===== src/rtl/alu_seq_pkg.sv =====
// Shared opcodes, FSM states and decode helpers
// for the ALU instruction sequencer.
package alu_seq_pkg;

  localparam logic [2:0] OP_ADD  = 3'b000;
  localparam logic [2:0] OP_NAND = 3'b001;
  localparam logic [2:0] OP_CMP  = 3'b010;
  localparam logic [2:0] OP_SHL  = 3'b011;
  localparam logic [2:0] OP_SHR  = 3'b100;
  localparam logic [2:0] OP_BEQ  = 3'b101;
  localparam logic [2:0] OP_IDLE = 3'b111;

  typedef enum logic [1:0] {
    S_IDLE,
    S_EXEC,
    S_WB
  } state_t;

  typedef struct packed {
    logic [2:0] op;
    logic [1:0] rd;
  } ctl_t;

  function automatic logic op_legal(
    input logic [2:0] op
  );
    return op <= OP_BEQ;
  endfunction

  function automatic logic op_writes(
    input logic [2:0] op
  );
    return op <= OP_SHR;
  endfunction

endpackage


===== src/rtl/seq_regfile.sv =====
// 4-entry register file: two operand reads,
// one debug read, one write port.
module seq_regfile #(
  parameter int DATA_W = 8
) (
  input  logic              clk,
  input  logic              rst_n,
  input  logic              we,
  input  logic [1:0]        waddr,
  input  logic [DATA_W-1:0] wdata,
  input  logic [1:0]        raddr_a,
  output logic [DATA_W-1:0] rdata_a,
  input  logic [1:0]        raddr_b,
  output logic [DATA_W-1:0] rdata_b,
  input  logic [1:0]        dbg_sel,
  output logic [DATA_W-1:0] dbg_data
);

  logic [DATA_W-1:0] rf [4];

  always_ff @(posedge clk or negedge rst_n) begin
    if (!rst_n) begin
      for (int i = 0; i < 4; i++) rf[i] <= '0;
    end else if (we) begin
      rf[waddr] <= wdata;
    end
  end

  assign rdata_a  = rf[raddr_a];
  assign rdata_b  = rf[raddr_b];
  assign dbg_data = rf[dbg_sel];

endmodule


===== src/rtl/alu_sequencer.sv =====
// Three-state sequencer feeding an external ALU
// from a local register file.
module alu_sequencer
  import alu_seq_pkg::*;
#(
  parameter int DATA_W = 8
) (
  input  logic              clk,
  input  logic              rst_n,
  input  logic              instr_valid,
  input  logic [7:0]        instr,
  output logic              instr_ready,
  output logic [2:0]        alu_op,
  output logic [DATA_W-1:0] alu_a,
  output logic [DATA_W-1:0] alu_b,
  input  logic [DATA_W-1:0] alu_result,
  input  logic              alu_zero,
  input  logic              pre_we,
  input  logic [1:0]        pre_sel,
  input  logic [DATA_W-1:0] pre_data,
  input  logic [1:0]        dbg_sel,
  output logic [DATA_W-1:0] dbg_data,
  output logic              done,
  output logic              branch_taken,
  output logic              illegal
);

  state_t            state;
  state_t            state_nxt;
  ctl_t              ctl;
  logic              zero_q;
  logic              hs;
  logic              we;
  logic [1:0]        waddr;
  logic [DATA_W-1:0] wdata;
  logic [DATA_W-1:0] rdata_a;
  logic [DATA_W-1:0] rdata_b;
  logic              unused_bit;

  assign unused_bit  = instr[4];
  assign instr_ready = (state == S_IDLE);
  assign hs          = instr_valid && instr_ready;

  always_ff @(posedge clk or negedge rst_n) begin
    if (!rst_n) state <= S_IDLE;
    else        state <= state_nxt;
  end

  always_comb begin
    state_nxt = state;
    unique case (state)
      S_IDLE:
        if (hs)
          state_nxt = op_legal(instr[7:5]) ? S_EXEC : S_WB;
      S_EXEC:  state_nxt = S_WB;
      S_WB:    state_nxt = S_IDLE;
      default: state_nxt = S_IDLE;
    endcase
  end

  always_comb begin
    alu_op       = OP_IDLE;
    done         = 1'b0;
    branch_taken = 1'b0;
    illegal      = 1'b0;
    unique case (state)
      S_EXEC: alu_op = ctl.op;
      S_WB: begin
        done         = 1'b1;
        branch_taken = (ctl.op == OP_BEQ) && zero_q;
        illegal      = !op_legal(ctl.op);
      end
      default: ;
    endcase
  end

  // Operands are captured at handshake so rd may alias rs1/rs2.
  always_ff @(posedge clk or negedge rst_n) begin
    if (!rst_n) begin
      ctl    <= '{op: OP_IDLE, rd: 2'd0};
      alu_a  <= '0;
      alu_b  <= '0;
      zero_q <= 1'b0;
    end else begin
      if (hs) begin
        ctl   <= '{op: instr[7:5], rd: instr[3:2]};
        alu_a <= rdata_a;
        alu_b <= rdata_b;
      end
      if (state == S_EXEC && ctl.op == OP_BEQ)
        zero_q <= alu_zero;
    end
  end

  // Preload only in IDLE, writeback only in EXEC: never both.
  always_comb begin
    we    = 1'b0;
    waddr = pre_sel;
    wdata = pre_data;
    if (state == S_EXEC) begin
      we    = op_writes(ctl.op);
      waddr = ctl.rd;
      wdata = alu_result;
    end else if (state == S_IDLE) begin
      we    = pre_we;
    end
  end

  seq_regfile #(
    .DATA_W(DATA_W)
  ) u_rf (
    .clk     (clk),
    .rst_n   (rst_n),
    .we      (we),
    .waddr   (waddr),
    .wdata   (wdata),
    .raddr_a (instr[3:2]),
    .rdata_a (rdata_a),
    .raddr_b (instr[1:0]),
    .rdata_b (rdata_b),
    .dbg_sel (dbg_sel),
    .dbg_data(dbg_data)
  );

endmodule


===== config.mk =====
export PLATFORM = sky130hd
export DESIGN_NAME = alu_sequencer
export DESIGN_NICKNAME = d
export VERILOG_FILES = /design/src/rtl/alu_seq_pkg.sv /design/src/rtl/seq_regfile.sv /design/src/rtl/alu_sequencer.sv
export SDC_FILE = /design/constraint.sdc
export NUM_CORES = 1
export LEC_CHECK = 0
export ABC_AREA = 1
export CAP_MARGIN = 15
export CORE_MARGIN = 5
export CORE_UTILIZATION = 47
export CTS_CLUSTER_DIAMETER = 30
export DETAILED_ROUTE_END_ITERATION = 8
export PLACE_DENSITY = 0.77
export SLEW_MARGIN = 30
export SYNTH_ARGS = -nofsm -noshare
export SYNTH_HDL_FRONTEND = slang
export SYNTH_SLANG_ARGS = --single-unit

===== constraint.sdc =====
create_clock -name clk -period 1.25 [get_ports clk]
set_input_delay 0.125 -clock clk [delete_from_list [all_inputs] [get_ports clk]]
set_output_delay 0.125 -clock clk [all_outputs]
set_load 0.03 [all_outputs]

Word-level counts from Yosys, hierarchy flattened --
Index checks and enable logic that the tools add are counted.
Operators by class: reductions and logical operators 6, magnitude comparators 8, eq/ne operators 4, bitwise gates (word level) 4, multiplexer cells 23
Operator list (number):
- $mux W8 | 8
- $bmux W8 S2 | 3
- $bwmux W32 | 1
- $demux W8 S2 | 1
- $ge A3 B3 Y1 const B | 4
- $not A2 Y3 | 4
- $le A3 B3 Y1 const B | 3
- $mux W2 | 3
- $mux W1 | 5
- $logic_and A1 B1 Y1 | 4
- $pmux W2 S2 | 1
- $eq A3 B3 Y1 const B | 1
- $lt A3 B1 Y1 const B | 1
- $mux W3 | 1
- $eq A2 B1 Y1 const B | 1
- $eq A2 B2 Y1 const B | 1
- $logic_not A2 Y1 | 1
- $ne A2 B1 Y1 const B | 1
- $logic_not A1 Y1 | 1
Storage, ports and cells: logic and storage cells 55, input port bits 33, register bits after elaboration 56

Longest topological paths before layout --
Gate-level depths: netlist (run 1).
depth after elaboration 8, depth in mapped cells 8, depth with buffers taken out 8

Modules after synthesis --
From an unflattened synthesis (run 1), not the netlist that was laid out.
Unflattened totals: cells, all modules 512, area, all modules 3498.4 µm²
Modules (own cells, without submodules):
- seq_regfile | area each 2311.0 µm², times used 1, cells an instance 359
- alu_sequencer | area each 1187.4 µm², times used 1, cells an instance 153

Worst setup path after synthesis (run 1) --
OpenSTA, ideal clock, no wires.
kind reg2reg, start register state[0], end register u_rf.rf[10] in the netlist's numbering, data arrival time 1.433 ns, cell stages (with the launch flop) 8, setup slack -0.249 ns, clock period less this slack 1.499 ns, library setup time 0.066 ns, path through dfrtp_1 -> buf_6 -> nor2_2 -> nand2_2 -> nand2_8 -> buf_8 -> nand3_1 -> nand2_1
On the way: elaborated cells between the ends (all ways) 13
RTL lines:
- start, declared | RTL line alu_sequencer.sv:28 | state_t state;
- start signal, assigned | RTL line alu_sequencer.sv:46 | else state <= state_nxt;
- $logic_not A2 Y1
- net instr_ready | RTL line alu_sequencer.sv:12 | output logic instr_ready,
- $mux W1 | RTL line alu_sequencer.sv:104 | end else if (state == S_IDLE) begin
- $mux W1 | RTL line alu_sequencer.sv:100 | if (state == S_EXEC) begin
- end signal, assigned by index | RTL line seq_regfile.sv:25 | rf[waddr] <= wdata;
- end, declared | RTL line seq_regfile.sv:19 | logic [DATA_W-1:0] rf [4];
The timed path passes the listed nets, and every way through them passes these cells. A chain may end at the register's enable or synchronous reset.

Worst setup path after layout (run 1) --
start register ctl[4] in the netlist's numbering, end register u_rf.rf[11] in the netlist's numbering
On the way: cells in the longest elaborated chain, start to end 2
RTL lines:
- start, declared | RTL line alu_sequencer.sv:30 | ctl_t ctl;
- start signal, assigned | RTL line alu_sequencer.sv:80 | ctl <= '{op: OP_IDLE, rd: 2'd0};
- start signal, assigned | RTL line alu_sequencer.sv:86 | ctl <= '{op: instr[7:5], rd: instr[3:2]};
- $le A3 B3 Y1 | RTL line alu_seq_pkg.sv:33 | return op <= OP_SHR;
- $mux W1 | RTL line alu_sequencer.sv:100
Every way passes these cells.

==> results of run 1 <==
-- cell usage after synthesis (3+ instances only) --
cell | number | share of area, %
nand2_1 | 188 | 22
dfrtp_1 | 53 | 41
nand3_1 | 44 | 6.8
o21ai_0 | 34 | 5.3
a21oi_1 | 31 | 4.8
inv_1 | 26 | 3.0
o211ai_1 | 12 | 2.8
clkbuf_1 | 11 | 1.3
nor2_1 | 7 | 0.81
buf_2 | 4 | 0.62
nand2_4 | 4 | 1.4
nor2_4 | 4 | 1.4
buf_8 | 3 | 1.4
dfstp_2 | 3 | 2.4
or2_2 | 3 | 0.58
-- cell type report --
class | count | area (um2)
multi-input cells | 341 | 2190
inverters | 29 | 126
flip-flops and latches | 56 | 1410
repair inverters | 1 | 7.51
repair buffers | 143 | 1500
well taps | 80 | 100
clock inverters | 3 | 25.0
clock buffers | 5 | 68.8
fillers | 394 | 1320
-- timing repair --
action | CTS | global route
gates resized for setup | 125 | 121
endpoints found under the hold margin | 53 | 0
setup endpoints to repair | 85 | 74
setup buffers | 30 | 11
gates cloned | 4 | 2
hold buffers | 1 | 0
pin swaps | 28 | 44
-- where the power goes --
group	switching, mW	internal (mW)	total [mW]
combinational	3.27	2.36	5.62
sequential	0.898	2.61	3.51
clock	0.675	0.411	1.09
total	4.84	5.38	10.2
-- cell families after synthesis --
kind of cell | count (synthesis)
and+or+nand+nor | 260
AOI/OAI and AO/OA | 80
DFF | 56
buffers and inverters | 50
-- stage by stage --
step / cells / setup WS [ps] / setup TNS [ps]
floorplan: 446 / -66.0 / -2540
global placement: 603 / -293 / -8290
detailed placement: 603 / -311 / -9720
CTS: 646 / -339 / -11280
global route: 658 / -395 / -18960
finish: 658 / -359 / -16250
-- sequential cells by signal, indices dropped and copies added (netlist names) --
register  count
alu_b         8
u_rf.rf      32
state         2
zero_q        1
ctl           5
alu_a         8
-- layer usage --
| metal | global-route usage [%] | wire length, um | part of all wire, % |
|---|---|---|---|
| met1 | 31.8 | 4730 | 36 |
| met2 | 46.0 | 6340 | 48 |
| met3 | 4.02 | 1310 | 9.9 |
| met4 | 11.7 | 891 | 6.7 |
| met5 | 0 | 0 | 0 |
-- worst paths after layout --
check / cells after the start / endpoint / slack, ps / start
max reg2reg: 8 / u_rf.rf[11] / -360 / ctl[4]
max: 8 / u_rf.rf[11] / -360 / ctl[4]
min in group clk: 3 / ctl[2] / 370 / instr[5]
min: 3 / zero_q / 330 / rst_n
max in group asynchronous: 3 / ctl[2] / 620 / rst_n
min reg2reg: 2 / alu_b[6] / 480 / alu_b[6]
-- worst reg2reg max path, delay by kind of cell (launching register included) --
kind | cells | cell delay, ps
buffers and inverters | 3 | 440
flip-flops | 1 | 620
AND/OR/NAND/NOR | 5 | 450
-- layout by cell type, fill, tap and decap left out, drive strengths merged, types with 3 or more instances in the layout --
| master | netlist | final |
|---|---|---|
| o21ai | 35 | 35 |
| inv | 29 | 30 |
| nor2 | 12 | 12 |
| buf | 10 | 94 |
| nand2 | 196 | 197 |
| clkbuf | 11 | 9 |
| nand3 | 45 | 45 |
| dfstp | 3 | 3 |
| or2 | 3 | 3 |
| dfrtp | 53 | 53 |
| dlygate4sd2 | 0 | 12 |
| o211ai | 12 | 12 |
| a21oi | 31 | 31 |
| clkdlybuf4s15 | 0 | 4 |
| clkdlybuf4s50 | 0 | 28 |
==> flow_metrics.tcl, run 1 <==
set metrics [dict create \
    violations "negative setup slack" \
    syn_avg_cell_area_um2 7.26 \
    cts_made_buffers 5 \
    crit_type "register to register" \
    portBuffers 62 \
    drc_errors 0 \
    root_buffer "clkbuf_8" \
    synthAdderAreaFrac_pct 0 \
    rsz0062_at_grt "true" \
    place_area_um2 4200 \
    core_um2 6760 \
    path_delay_family "flip-flops" \
    max_freq_mhz 621 \
    place_hpwl_mm 6.56 \
    cts_tree "yes" \
    clkTransAtPathRegs_ps 110 \
    fin_ws_ps -359 \
    postRouteWirelength_mm 13.3 \
    fin_crit_ps 1610 \
    slowest_stage "dfstp_2" \
    synth_edf_count 0 \
    fin_worst_skew_ps 13.4 \
    hold_class "primary input to asynchronous set/reset pin" \
    antenna_cells 0 \
    path_cells "nand2_2 > buf_6 > nand3_4 > buf_12 > nand2_8 > buf_6 > nand3_2 > nand2_1" \
    grt_util_all_layers_pct 26.2 \
    synth-compound-area-share_pct 13.4 \
    synth_area_um2 3240 \
    rows 30 \
    syn_inst 446 \
    crit_fanout 7 \
    fin_util_pct 80.4 \
    tightest_slew_ps 385 \
    crit_arrival_ps 1820 \
    worst_setup_path_start_kind "register" \
    final_area_um2 5430 \
    finalSetupViolCount 70 \
    io_pins 64 \
    finalHoldViolations 0 \
    dr.pass1.iters 6 \
    cp-end-kind "register" \
    syn_nets 479 \
    hold_ws_ps 334 \
    synthXorXnorAreaFrac_pct 0 \
    antenna_found_initial 0 \
    clockBufferDepth 2 \
    worst-path-buf-inv 3 \
    htreeDepth 2 \
    outcome "complete, but fails checks" \
    dr_total_vias 4023 \
    relSlewSlack_pct 74.0 \
    area_growth_syn_to_layout_pct 67.7 \
    grt.overflow.total 0 \
    synth_top_family_by_area "simple AND/OR/NAND/NOR gates" \
    p_leak_nw 2.65 \
    drv_cap 0 \
    cts_sinks 56 \
    layout.nets 610 \
    power.density_nw_per_um2 1880 \
    drt-wirelength-per-cell_um 20.2 \
    ir_worst_vdd_mv 1.12 \
    maxSlewViolCount 0 \
    async_flop_share_pct 100 \
    ys_ff_latch 56 \
    dieArea_um2 8650 \
    die_w_um 93.0 \
    drive_gt1_share_pct 44.3 \
    drt-initial-drc-count 470 \
    synthSimpleGateAreaFrac_pct 35.7 \
    grt_pass1_wl_mm 17.9 \
    grt_max_degree 57 \
    synth_warnings 0 \
    yosysSeqAreaShare_pct 43.4 \
    max_stage_delay_ps 620 \
    post_drt_via_cell_ratio 6.11 \
    synth_cell_types 29 \
    ys.flop_type "dfrtp_1" \
    clkLatencyLatePin_ps 330 \
    period_share_pct 129 \
    power_mw 10.2 \
    ant_nets 0 \
    synthMuxAreaShare_pct 0 \
    die_h_um 93.0 \
    start_util_pct 47.9 \
    globalplace.congestion 0.819 \
    required_ps 1460 \
    grt_pass1_vias 3682 \
    crit_top_cell "buf_6" \
]
(Power assumes the default switching activity.)
==> inputs of run 2 (changes only) <==
Settings changed: CORE_UTILIZATION 47 to 48, CTS_BUF_LIST set to sky130_fd_sc_hd__clkbuf_4, PLACE_DENSITY 0.77 to 0.78.
==> run 2 against run 1 <==
  * The flow still finishes with violations (negative setup slack)
  * Power rose by 1.5%
  * Worst setup slack lost 70 ps
  * Cell area up 2.3%
  * First-iteration DRC count fell by 33%
  * Critical path depth shrank 3
  * Clock power fell by 20%
  * Sequential power grew 1%
  * Combinational power grew 5.9%
  * Flip-flop and latch count unchanged
  * Hold slack got worse by 95 ps
  * Wire length fell by 0.30%
  * Critical path type is now register to output port
  * Critical endpoint is now branch_taken
  * Highest routed layer unchanged
==> flow_metrics.tcl, run 2 (synthesis gave the netlist of run 1 again) <==
set metrics [dict create \
    post_drt_via_cell_ratio 5.91 \
    setup_tns_ps -17810 \
    final_area_um2 5560 \
    root_buffer "clkbuf_4" \
    crit_top_cell "buf_6" \
    dr.pass1.iters 6 \
    final_cell_mix "104 x nand2_1, 57 x nand2_2, 50 x dfrtp_1" \
    clkLatencyLatePin_ps 400 \
    rsz0062_at_grt "true" \
    die_w_um 92.2 \
    worst-path-buf-inv 2 \
    timing.rr.start "state[0]" \
    ant_nets 0 \
    grt_util_all_layers_pct 26.1 \
    dr_total_vias 3883 \
    rows 30 \
    crit_type "register to output port" \
    rr_worst_depth 9 \
    grt_pass1_vias 3588 \
    regArea_um2 1410 \
    grt.overflow.total 0 \
    clkTransAtPathRegs_ps 170 \
    tightest_slew_ps 317 \
    drive_gt1_share_pct 50.6 \
    max_stage_delay_ps 590 \
    drv_cap 0 \
    required_ps 1120 \
    antenna_cells 0 \
    drc_errors 0 \
    grt_pass1_wl_mm 17.7 \
    postRouteWirelength_mm 13.2 \
    cts_tree "yes" \
    period_share_pct 134 \
    cp-end-kind "output port" \
    violations "negative setup slack" \
    fin_crit_ps 1680 \
    relSlewSlack_pct 78.8 \
    clockBufferDepth 2 \
    final_common_cell "nand2_1" \
    worst_setup_path_start_kind "register" \
    power.density_nw_per_um2 1870 \
    crit_arrival_ps 1550 \
    rr_endpoint "u_rf.rf[27]" \
    multi_input_area_um2 2360 \
    globalplace.congestion 0.832 \
    max_freq_mhz 596 \
    p_leak_nw 2.64 \
    cts_made_buffers 5 \
    fin_worst_skew_ps 18.6 \
    drt-initial-drc-count 313 \
    cts_sinks 56 \
    portBuffers 62 \
    io_pins 64 \
    hold_class "primary input to asynchronous set/reset pin" \
    fin_ws_ps -429 \
    htreeDepth 2 \
    core_um2 6680 \
    slowest_stage "dfstp_2" \
    grt_max_degree 57 \
    path_delay_family "flip-flops" \
    maxSlewViolCount 0 \
    largest_register_ffs 32 \
    path_cells "buf_6 > nand2_4 > nor2_4 > and3_4 > buf_6" \
    regToRegSetupSlack_ps -390 \
    start_util_pct 48.5 \
    regMostFlops "u_rf.rf" \
    dieArea_um2 8490 \
    ir_worst_vdd_mv 1.03 \
    finalHoldViolations 0 \
    antenna_found_initial 0 \
    place_area_um2 4160 \
    area_growth_syn_to_layout_pct 71.5 \
    crit_fanout 2 \
    finalSetupViolCount 70 \
    drt-wirelength-per-cell_um 20.1 \
    n_fill_cell 372 \
    place_hpwl_mm 6.64 \
    largestRegisters "u_rf.rf: 32 flops, alu_a: 8 flops, alu_b: 8 flops" \
    die_h_um 92.2 \
    layout.nets 609 \
    outcome "complete, but fails checks" \
]
==> run 2: cell count changes in the layout (fill, tap and decap cells not counted), sizes merged <==
cell | before | now
buf | 94 | 102
clkbuf | 9 | 8
clkdlybuf4s15 | 4 | 6
clkdlybuf4s50 | 28 | 29
clkinv | 1 | 2
clkinvlp | 2 | 1
dlygate4sd2 | 12 | 1
==> run 2: routing by layer <==
| metal | share of wire [%] | wire length, um | GRT usage, % |
|---|---|---|---|
| met5 | 0 | 0 | 0 |
| met4 | 4.0 | 523 | 9.03 |
| met3 | 7.5 | 999 | 3.69 |
| met2 | 51 | 6740 | 45.4 |
| met1 | 38 | 4970 | 33.1 |
==> run 2: worst max-delay path by stage <==
stage,slack (ps),cells past startpoint,to,startpoint
2_1_floorplan,-70,7,u_rf.rf[10],state[0]
3_3_place_gp,-310,6,dbg_data[3],dbg_sel[0]
3_5_place_dp,-310,6,dbg_data[3],dbg_sel[0]
4_1_cts,-420,5,branch_taken,ctl[4]
5_1_grt,-480,5,branch_taken,ctl[4]
6_report,-430,5,branch_taken,ctl[4]
==> run 2: where the power goes <==
group / leakage, nW / internal, mW / switching, mW / total (mW)
clock: 0.0336 / 0.230 / 0.641 / 0.871
combinational: 1.91 / 2.54 / 3.41 / 5.95
sequential: 0.693 / 2.61 / 0.942 / 3.55
==> run 2: layout make-up <==
class	count	area share [%]
Sequential cell	56	25.4
Timing Repair Buffer	142	26.9
Clock inverter	3	0.383
Timing Repair inverter	1	0.0901
Multi-Input combinational cell	341	42.5
Inverter	29	2.32
Tap cell	80	1.80
Clock buffer	5	0.676
==> run 2: worst min-delay path, stage by stage <==
cell and delay [ps]:
dlygate4sd3_1 530, buf_2 120, buf_12 260
==> run 2: metrics by stage <==
step | power, mW | cells | utilization [%] | setup slack [ps] | hold slack [ps]
6_report | 10.4 | 657 | 83.2 | -429 | 239
3_3_place_gp | 6.97 | 598 | 62.3 | -311 | 142
4_1_cts | 8.87 | 647 | 74.1 | -424 | 256
2_1_floorplan | 5.53 | 446 | - | -66.0 | -171
3_5_place_dp | 7.08 | 598 | 62.3 | -309 | 146
5_1_grt | 10.8 | 657 | 83.2 | -481 | 276
==> run 2: repair_timing <==
item | in CTS | in global routing
endpoints found under the hold margin | 56 | 0
endpoints found under the setup margin | 83 | 80
setup buffers | 35 | 17
cloned | 5 | 1
hold buffers | 1 | 0
gates resized for setup | 162 | 178
pin swaps | 30 | 69
